==> config.mk <==
export PLATFORM = sky130hd
export DESIGN_NAME = seq_detect_n
export DESIGN_NICKNAME = d
export VERILOG_FILES = /design/src/rtl/seq_detect_pkg.sv /design/src/rtl/sat_counter.sv /design/src/rtl/seq_detect_n.sv
export SDC_FILE = /design/constraint.sdc
export NUM_CORES = 1
export LEC_CHECK = 0
export CELL_PAD_IN_SITES_DETAIL_PLACEMENT = 1
export CELL_PAD_IN_SITES_GLOBAL_PLACEMENT = 1
export CORE_MARGIN = 2
export CORE_UTILIZATION = 34
export DETAILED_ROUTE_END_ITERATION = 12
export HOLD_SLACK_MARGIN = 0.12
export PLACE_DENSITY_LB_ADDON = 0.1
export SLEW_MARGIN = 20
export SYNTH_ARGS = -nofsm -noshare
export SYNTH_HDL_FRONTEND = slang
export SYNTH_SLANG_ARGS = --single-unit
==> constraint.sdc <==
create_clock -name clk -period 2.3 [get_ports clk]
set_clock_uncertainty 0.2 [all_clocks]
set_input_delay 0.23 -clock clk [delete_from_list [all_inputs] [get_ports clk]]
set_output_delay 0.23 -clock clk [all_outputs]
set_load 0.05 [all_outputs]
==> src/rtl/seq_detect_pkg.sv <==
// Shared defaults and state encoding for the serial pattern detector.
package seq_detect_pkg;

  localparam int         PAT_W_DEF   = 4;
  localparam int         CNT_W_DEF   = 8;
  localparam logic [3:0] PAT_RST_DEF = 4'b1011;

  typedef enum logic [1:0] {
    EMPTY,
    FILL,
    ARMED
  } state_t;

endpackage

==> src/rtl/sat_counter.sv <==
// Saturating up-counter with synchronous clear; a clear coinciding with an
// increment lands on 1 so that event is not lost.
module sat_counter #(
  parameter int CNT_W = 8
) (
  input  logic             clk,
  input  logic             rst,
  input  logic             clr,
  input  logic             inc,
  output logic [CNT_W-1:0] cnt
);

  always_ff @(posedge clk or posedge rst) begin
    if (rst) begin
      cnt <= '0;
    end else if (clr) begin
      cnt <= CNT_W'(inc);
    end else if (inc && (cnt != '1)) begin
      cnt <= cnt + 1'b1;
    end
  end

endmodule

==> src/rtl/seq_detect_n.sv <==
// Serial pattern detector: shift history, fill tracking, comparator and a
// registered one-cycle match pulse, with a loadable pattern.
module seq_detect_n
  import seq_detect_pkg::*;
#(
  parameter int               PAT_W   = PAT_W_DEF,
  parameter logic [PAT_W-1:0] PAT_RST = PAT_RST_DEF,
  parameter int               CNT_W   = CNT_W_DEF
) (
  input  logic             clk,
  input  logic             rst,
  input  logic             inp,
  input  logic             in_valid,
  input  logic             overlap,
  input  logic             pat_load,
  input  logic [PAT_W-1:0] pat_in,
  input  logic             cnt_clr,
  output logic             outp,
  output logic [CNT_W-1:0] match_cnt,
  output logic             armed
);

  localparam int                FILL_W = $clog2(PAT_W + 1);
  localparam logic [FILL_W-1:0] FULL   = FILL_W'(PAT_W);

  logic [PAT_W-1:0]  pat, pat_nxt;
  logic [PAT_W-1:0]  hist, hist_nxt, hist_sh;
  logic [FILL_W-1:0] fill, fill_nxt, fill_inc;
  logic              match;
  state_t            state_nxt;

  always_ff @(posedge clk or posedge rst) begin
    if (rst) begin
      pat   <= PAT_RST;
      hist  <= '0;
      fill  <= '0;
      outp  <= 1'b0;
      armed <= 1'b0;
    end else begin
      pat   <= pat_nxt;
      hist  <= hist_nxt;
      fill  <= fill_nxt;
      outp  <= match;
      armed <= (state_nxt == ARMED);
    end
  end

  // A load wins over a valid bit in the same cycle; that bit is dropped.
  always_comb begin
    pat_nxt  = pat;
    hist_nxt = hist;
    fill_nxt = fill;
    match    = 1'b0;
    hist_sh  = {hist[PAT_W-2:0], inp};
    fill_inc = (fill == FULL) ? fill : fill + 1'b1;
    if (pat_load) begin
      pat_nxt  = pat_in;
      hist_nxt = '0;
      fill_nxt = '0;
    end else if (in_valid) begin
      hist_nxt = hist_sh;
      match    = (fill_inc == FULL) && (hist_sh == pat);
      fill_nxt = (match && !overlap) ? '0 : fill_inc;
    end
  end

  always_comb begin
    state_nxt = EMPTY;
    if (fill_nxt == FULL) begin
      state_nxt = ARMED;
    end else if (fill_nxt != '0) begin
      state_nxt = FILL;
    end
  end

  sat_counter #(
    .CNT_W(CNT_W)
  ) u_cnt (
    .clk (clk),
    .rst (rst),
    .clr (cnt_clr),
    .inc (match),
    .cnt (match_cnt)
  );

endmodule

== Yosys cells after proc, flatten, opt, wreduce, memory -nomap -nowiden ==
Cells that the tools add are included.

* Multiplexer cells: 12
* Reductions and logical operators: 7
* Eq/ne operators: 6
* $add $sub $neg: 2

{| class="wikitable"
|+ Operators by type and width
! operator !! number
|-
| 3-bit 2-to-1 mux || 6
|-
| 8-bit 2-to-1 mux || 2
|-
| 3-bit == test, second input constant || 3
|-
| 8-bit by 1-bit adder with 8-bit output, second input constant || 1
|-
| 8-bit inequality test, second input constant || 1
|-
| 4-bit == test || 1
|-
| 2-bit nonzero test || 2
|-
| 3-bit by 1-bit adder with 3-bit output, second input constant || 1
|-
| 1-bit logical AND || 3
|-
| 1-bit 2-to-1 mux || 3
|-
| 3-bit nonzero test || 1
|-
| 2-bit == test, second input constant || 1
|-
| 2-bit 2-to-1 mux || 1
|-
| 1-bit logical NOT || 1
|}

* Flip-flop bits (word level): 20
* Input port bits: 11

== Depth between registers and ports, before layout ==
Gate-level depths: netlist of the first run.

* Depth after elaboration: 12
* Gate-level depth with buffers: 8
* Gate-level depth less buffers: 7

== Cells and area by module ==
A second synthesis of the first run with hierarchy kept.

* Cells, all modules: 105
* Area total of the unflattened synthesis: 1097.3 um^2

{| class="wikitable"
|+ Modules (own cells, without submodules)
! module !! times used !! seq. area each (um^2) !! area an instance (um^2) !! cells each
|-
| seq_detect_n || 1 || 304.0 || 646.9 || 58
|-
| sat_counter || 1 || 200.2 || 450.4 || 47
|}

== Least setup slack after synthesis of the first run ==
OpenSTA, ideal clock, no wires.

* Kind: register to register
* From: register fill[0]
* To: register u_cnt.cnt[5]
* Arrival: 2033 ps
* Path buffers: 0
* Cell stages (with the launch flop): 8
* Setup slack: -10 ps
* Path through: dfrtp_1 inv_1 ha_1 and3b_1 or3_1 nand2b_1 or4_1 a21oi_1

* Longest elaborated chain between the ends: 8
* Elaborated cells on any way between the ends: 9
* Classes of those cells: add/sub: 1; eq/ne: 2; mux: 3; reduce/logical: 3

{| class="wikitable"
|+ Ends and longest elaborated chain
! what !! RTL line !! source
|-
| start, declared || seq_detect_n.sv:28 || <nowiki>logic [FILL_W-1:0] fill, fill_nxt, fill_inc;</nowiki>
|-
| start signal, assigned || seq_detect_n.sv:42 || <nowiki>fill <= fill_nxt;</nowiki>
|-
| 3-bit by 1-bit adder with 3-bit output or 3-bit == test (tied branches) || seq_detect_n.sv:55 || <nowiki>fill_inc = (fill == FULL) ? fill : fill + 1'b1;</nowiki>
|-
| 3-bit 2-to-1 mux (*) || seq_detect_n.sv:55 ||
|-
| 3-bit == test (*) || seq_detect_n.sv:62 || <nowiki>match = (fill_inc == FULL) && (hist_sh == pat);</nowiki>
|-
| 1-bit logical AND (*) || seq_detect_n.sv:62 ||
|-
| 1-bit 2-to-1 mux (*) || seq_detect_n.sv:60 || <nowiki>end else if (in_valid) begin</nowiki>
|-
| 1-bit 2-to-1 mux (*) || seq_detect_n.sv:56 || <nowiki>if (pat_load) begin</nowiki>
|-
| 1-bit logical AND (*) || sat_counter.sv:18 || <nowiki>end else if (inc && (cnt != '1)) begin</nowiki>
|-
| 2-bit nonzero test (no source line) (*) || n/a ||
|-
| end signal, assigned || sat_counter.sv:17 || <nowiki>cnt <= CNT_W'(inc);</nowiki>
|-
| end signal, assigned || sat_counter.sv:19 || <nowiki>cnt <= cnt + 1'b1;</nowiki>
|-
| end, declared || sat_counter.sv:10 || <nowiki>output logic [CNT_W-1:0] cnt</nowiki>
|}

Mark *: on every way between the ends. The rest lies on a longest branch, timed or not.
A chain may end at the register's enable or synchronous reset.

== Worst setup path after layout of the first run ==
Same ends and word-level chain as after synthesis.

==> results.md, run 1 <==
- Slew @ Worst Pin: just over 0.5 ns
- FF-to-FF path depth: 7
- Adder-Cell Fraction of Synth Area: between 3 and 4%
- CTS tree: yes
- Min-Delay Endpoint: pat[0]
- Crit path time final: 2.255 ns
- Crit Path Class: reg -> reg
- Startpoint class of the critical path: flop
- Tightest Hold Check Type: in -> reg
- Layout cells sized above 1: 28.47%
- Drc violations: 0
- Final setup fails: 0
- Flops & latches, synth: 20
- Max-slew headroom: 65.70%
- Placed Area: ~1300 um2
- Post-route core utilization: 49.45%
- Slowest cell delay on critical path: about 0.47 ns
- Post-Synthesis Net Count: about 110
- DRT iter0 DRCs: 30
- Post-place setup slack: -0.04645 ns
- R2r setup slk: 0.04 ns
- Max Cap Viol: 0
- Setup TNS: 0 ns
- Vias in the first global route: 864
- Synthesized cell area: 1037 um2
- Number of synthesized flops with an enable pin: 0
- Cell Pwr Density: 475.5 nW/um2
- Die Y: 59.24 um
- Fin. max-slew vios: 0
- Clock tree buffer depth: 2
- Worst setup margin: about 0.045 ns
- Post-DP HPWL: about 1800 um
- First-pass iteration count of the detailed router: 4
- DIE AREA: 3509 um2
- Antenna viol nets, final: 0
- Synth Warn #: 0
- Final hold violations: 0
- Routability cong.: 0.7859
- Sequential share of the synthesized area: between 40 and 50%
- Multiplexer area fraction after synthesis: 8.203%
- Io pins: 21
- Fmax achieved: 0.4434 GHz
- Maximum vdd drop: 0.3078 mV
- Fraction of the mapped netlist area in simple logic gates: 17.73%
- Drt via density: 5.271
- Grt total ovfl: 0
- Crit Reg-Reg Endpoint: u_cnt.cnt[5]
- Crit path capture type: flop
- Layout overhead on the synthesized area: 41.98%
- Wire length of the first global-routing pass: between 3000 and 4000 um
- CP cell instances: inv_2 > ha_4 > and3b_1 > or3_4 > nand2b_4 > or4_1 > a21oi_1
- Average size of a mapped cell: 10.37 um2
- Worst R2R Start: fill[0]
- Worst-path clk slew: 0.12 ns
- WP data arrival: between 2 and 2.5 ns
- Via count: 896
- Die width: 59.24 um
- Worst Hold Launch: pat_in[0]
- XOR/XNOR Fraction of Synth Area: 4.222%
- Root Buffer: clkbuf_4
- Number of CTS-inserted buffers: 3
- H-Tree Depth: 1
- GRT Total Usage: 14.98%
- Total Power: 0.7002 mW
- Final WL: 2516 um
- Post-route cell area: 1473 um2
- Largest family of logic cells by synthesized area: simple AND/OR/NAND/NOR gates
- Core ar.: 2978 um2
- Final nets: 152
- Synth Flop Type: dfrtp_1
- Mapped Cells: 100
- Input/output buffers: 20
- Largest net degree at the start of global routing: 21
- Synth unique cells: 35
- CP max FO: 5
- N_diodes: 0
- Data required time of the worst path: 2.33 ns
- Final worst-path cycle share: 98.06%
- Routed WL per cell: 14.80 um
- Initial antenna violation count: 0
- Initial core utilization: a little over a third
- Complex-gate fraction of the synthesized area: 13.03%
- Hold depth: 2
- Slowest CP cell: or4_1
- CTS sink count: 20
- Status: finished, final reports clean
- Worst skew pair latency: about 0.3 ns
- Leak: 0.6404 nW
- Num rows: 20
- Ys async rst share: 100.0%
## critical path: cells and delay by family (launching register included)
kind | cells | cell delay, ns
AO/OA/AOI/OAI | 1 | 0.14
adder cells (fa/ha/maj) | 1 | 0.14
buffers and inverters | 1 | 0.08
flip-flops | 1 | 0.43
AND/OR/NAND/NOR | 4 | 1.19
## layout make-up
| cell class | instances | area (um2) |
|---|---|---|
| multi-input combinational | 68 | 529.3 |
| tap | 33 | 41.29 |
| timing repair buffer | 37 | 331.6 |
| clock buffer | 4 | 36.28 |
| inverter | 8 | 30.03 |
| sequential | 20 | 504.2 |
| fill | 338 | 1505 |
## synthesized netlist by cell type, types with 2 or more instances
cell | n | share of area (%)
dfrtp_1 | 17 | 41
inv_1 | 8 | 2.9
a21oi_1 | 7 | 3.4
nor2_1 | 7 | 2.5
nand3_1 | 5 | 2.4
mux2_2 | 4 | 4.3
mux2i_1 | 4 | 3.9
o31ai_1 | 4 | 2.9
xnor2_1 | 4 | 3.4
and3_1 | 3 | 1.8
dfstp_2 | 3 | 7.6
ha_1 | 3 | 3.6
o21ai_0 | 3 | 1.4
a31o_2 | 2 | 1.7
nand2_1 | 2 | 0.72
nand3b_1 | 2 | 1.4
nand4_1 | 2 | 1.2
nor3_1 | 2 | 0.97
or4_1 | 2 | 1.4
## report_power, final
| group | switching, mW | internal, mW | leakage [nW] |
|---|---|---|---|
| Clock | 0.112 | 0.0965 | 0.0210 |
| Combinational | 0.0496 | 0.0633 | 0.355 |
| Sequential | 0.0103 | 0.369 | 0.264 |
## placed cells by master, fill, tap and decap left out, types with 2 or more instances in the layout
master            n
a21oi_1           5
a21oi_2           2
a31o_2            2
and3_1            3
buf_4            14
clkbuf_4          3
clkdlybuf4s50_1  20
dfrtp_1          17
dfstp_2           3
inv_1             6
inv_2             2
mux2_2            4
mux2i_1           4
nand2_1           2
nand3_1           5
nand3b_1          2
nand4_1           2
nor2_1            7
nor3_1            2
o21ai_0           3
o31ai_1           4
or4_1             2
xnor2_1           4
## metal layers
layer | wire, um | share of wire, % | global-route usage, % | vias to the layer above
li1 | - | - | - | 434
met1 | 1088 | 43 | 17.82 | 445
met2 | 1325 | 53 | 26.22 | 15
met3 | 82 | 3.3 | 2.402 | 2
met4 | 19 | 0.76 | 6.818 | 0
met5 | 0 | 0 | 0 | -
## worst max-delay path by stage
stage,from,endpoint,slack [ns],cells past startpoint
final,fill[0],u_cnt.cnt[5],0.04,7
after global routing,fill[0],u_cnt.cnt[3],-0.04,9
after CTS,fill[1],u_cnt.cnt[7],0.002,7
after detailed placement,inp,u_cnt.cnt[7],-0.05,6
after global placement,inp,u_cnt.cnt[7],0.02,6
after floorplan,u_cnt.cnt[0],u_cnt.cnt[5],0.02,6
## what timing repair did
action / 4_1_cts / 5_1_grt
hold buffers: 1 / 0
setup buffers: 1 / 4
setup endpoints to repair: 2 / 7
gates cloned: 0 / 1
pin swaps: 1 / 2
endpoints found under the hold margin: 17 / 0
resized for setup: 3 / 9
## registers in the layout, summed over array words and instances, names as in the netlist
register,count
u_cnt.cnt,8
pat,4
fill,3
hist,3
armed,1
outp,1
## metrics by stage
step / instances / hold WS [ns]
detailed placement: 159 / 0.3192
CTS: 165 / 0.3145
global placement: 159 / 0.3197
global route: 170 / 0.3218
floorplan: 100 / -0.008393
finish: 170 / 0.3267
## cell families (layout without fill, tap and decap cells)
logic type / Yosys count / after routing
compound gates: 20 / 20
simple gates: 32 / 32
xor+xnor: 5 / 5
buf+inv: 12 / 49
flops: 20 / 20
mux: 8 / 8
fa+ha+maj: 3 / 3
No activity file was read; power rests on OpenSTA's default activity.
==> run 2: changes to the inputs <==
Settings changed: CELL_PAD_IN_SITES_DETAIL_PLACEMENT 1 to default, CELL_PAD_IN_SITES_GLOBAL_PLACEMENT 1 to default, CORE_UTILIZATION 34 to 45, PLACE_DENSITY from default to 0.74, PLACE_DENSITY_LB_ADDON 0.1 to default, SKIP_LAST_GASP from default to 1.
==> run 2 against run 1 <==
  * Utilization is 14 points higher
  * Cell area is 5.7% lower
  * Power is 1.9% lower
  * Worst hold slack worse by 0.16 ns
  * Worst setup slack worse by 0.031 ns
  * Count of clock-buffer cells in the layout stayed put
  * Register-to-register slack worse by 0.03 ns
  * Flip-flop and latch count stayed put
  * Global-route usage is 4.0 points higher
  * Critical path type unchanged
  * Largest power group unchanged
==> results.md, run 2 (synthesized netlist as in run 1, its figures left out) <==
- Worst skew pair latency: 0.29 ns
- DIE AREA: 2705 um2
- GRT Total Usage: 18.98%
- Switch Pwr: around 0.16 mW
- Slew @ Worst Pin: 0.7663 ns
- Crit path capture type: flop
- FF-to-FF path depth: 7
- Initial antenna violation count: 0
- Io pins: 21
- Antenna viol nets, final: 0
- CP max FO: 6
- Final hold violations: 0
- Initial core utilization: 47.34%
- Grt total ovfl: 0
- DRT iter0 DRCs: 10
- Post-place setup slack: -0.06482 ns
- Post-DP HPWL: 1597 um
- Number of CTS-inserted buffers: 3
- Reg with most FFs: u_cnt.cnt
- Max-slew headroom: 48.85%
- Comb pwr share: ~15%
- Internal cell power: 0.5227 mW
- Die width: roughly 52 um
- Layout cells sized above 1: 23.26%
- Crit Reg-Reg Endpoint: u_cnt.cnt[5]
- Worst R2R Start: fill[0]
- Worst-path clk slew: 0.11 ns
- Clock share of power: 29.5%
- Routability cong.: 0.7820
- First-pass iteration count of the detailed router: 4
- Post-route cell area: 1389 um2
- CTS sink count: 20
- Status: finished, final reports clean
- Final WL: 2230 um
- Worst setup margin: 0.01398 ns
- Num rows: 17
- Tightest Hold Check Type: in -> async
- Largest net degree at the start of global routing: 21
- Final nets: 144
- Fillers: between 150 and 200
- Cell Pwr Density: 494.4 nW/um2
- Clock tree buffer depth: 2
- Drc violations: 0
- Startpoint class of the critical path: flop
- Via count: 872
- WP data arrival: 2.31 ns
- Fin. max-slew vios: 0
- Vias in the first global route: 893
- Most frequent cells in the layout: clkdlybuf4s50_1, dfrtp_1, buf_4
- Fmax achieved: 0.4374 GHz
- Maximum vdd drop: 0.4875 mV
- R2r setup slk: 0.01 ns
- RSZ-0062 raised after global routing: true
- Reg power frac: 55.3%
- Multi-input logic area: 515.5 um2
- Data required time of the worst path: ~2.3 ns
- Layout overhead on the synthesized area: 33.90%
- Wire length of the first global-routing pass: 3774 um
- Final setup fails: 0
- N_diodes: 0
- Crit Path Class: reg -> reg
- Top Registers: u_cnt.cnt: 8 flops, pat: 4 flops
- Max Cap Viol: 0
- Commonest non-fill, non-tap cell in the layout: clkdlybuf4s50_1
- Crit path time final: 2.286 ns
- Final worst-path cycle share: 99.39%
- Sequential cell area: 504.2 um2
- Placed Area: 1318 um2
- Drt via density: 5.554
- Post-cts hold buffer count: 0
- Max reg flops: 8
- Input/output buffers: 20
- Core ar.: roughly 2200 um2
- Die Y: approximately 52 um
- Switching share of power: 23.87%
- Routed WL per cell: 14.20 um
- CTS tree: yes
- H-Tree Depth: 1
- Leak: 0.5897 nW
- Root Buffer: clkbuf_4
## run 2: cell type report
type,count,area share (%)
multi-input cells,68,37.12
flip-flops and latches,20,36.31
repair buffers,29,19.28
clock buffers,4,2.613
well taps,28,2.523
inverters,8,2.162
## run 2: through the flow
stage / instances / util [%] / total power [mW] / setup TNS, ns / hold WS, ns
global route: 157 / 63.39 / 0.7253 / -0.1056 / 0.2387
CTS: 155 / 62.36 / 0.6908 / 0 / 0.1936
floorplan: 100 / - / 0.4424 / 0 / -0.008393
global placement: 151 / 60.14 / 0.4753 / -0.07531 / 0.3225
finish: 157 / 63.39 / 0.6866 / 0 / 0.1629
detailed placement: 151 / 60.14 / 0.4788 / -0.1255 / 0.3261
## run 2: worst max path at each step
stage / from / end / slack [ns]
finish: fill[0] / u_cnt.cnt[5] / 0.01
global route: fill[0] / u_cnt.cnt[5] / -0.05
CTS: fill[0] / u_cnt.cnt[5] / 0.005
detailed placement: inp / u_cnt.cnt[5] / -0.06
global placement: inp / u_cnt.cnt[5] / -0.04
floorplan: u_cnt.cnt[0] / u_cnt.cnt[5] / 0.02
## run 2: power by group through the flow
stage               combinational (mW)  sequential [mW]  clock (mW)
finish                           0.104            0.380       0.202
global route                     0.116            0.382       0.228
CTS                             0.0994            0.379       0.212
detailed placement              0.0931            0.386           0
global placement                0.0905            0.385           0
floorplan                       0.0581            0.384           0
## run 2: critical path: stages, from the launching register on
cell and delay (ns):
dfrtp_1 0.43, inv_2 0.09, ha_4 0.15, and3b_1 0.19
or3_1 0.37, nand2b_4 0.18, or4_4 0.48, a21oi_2 0.12
## run 2: layer usage
layer	routed length, um	vias up	global-route usage (%)
met3	108	2	3.448
met1	926	421	19.96
li1	-	420	-
met2	1184	29	38.19
met5	0	-	0
met4	10	0	3.947
## run 2: repair_timing
action	CTS	global route
setup buffers	0	2
pin swaps	0	2
gates resized for setup	4	3
cloned	0	0
endpoints found under the setup margin	2	3
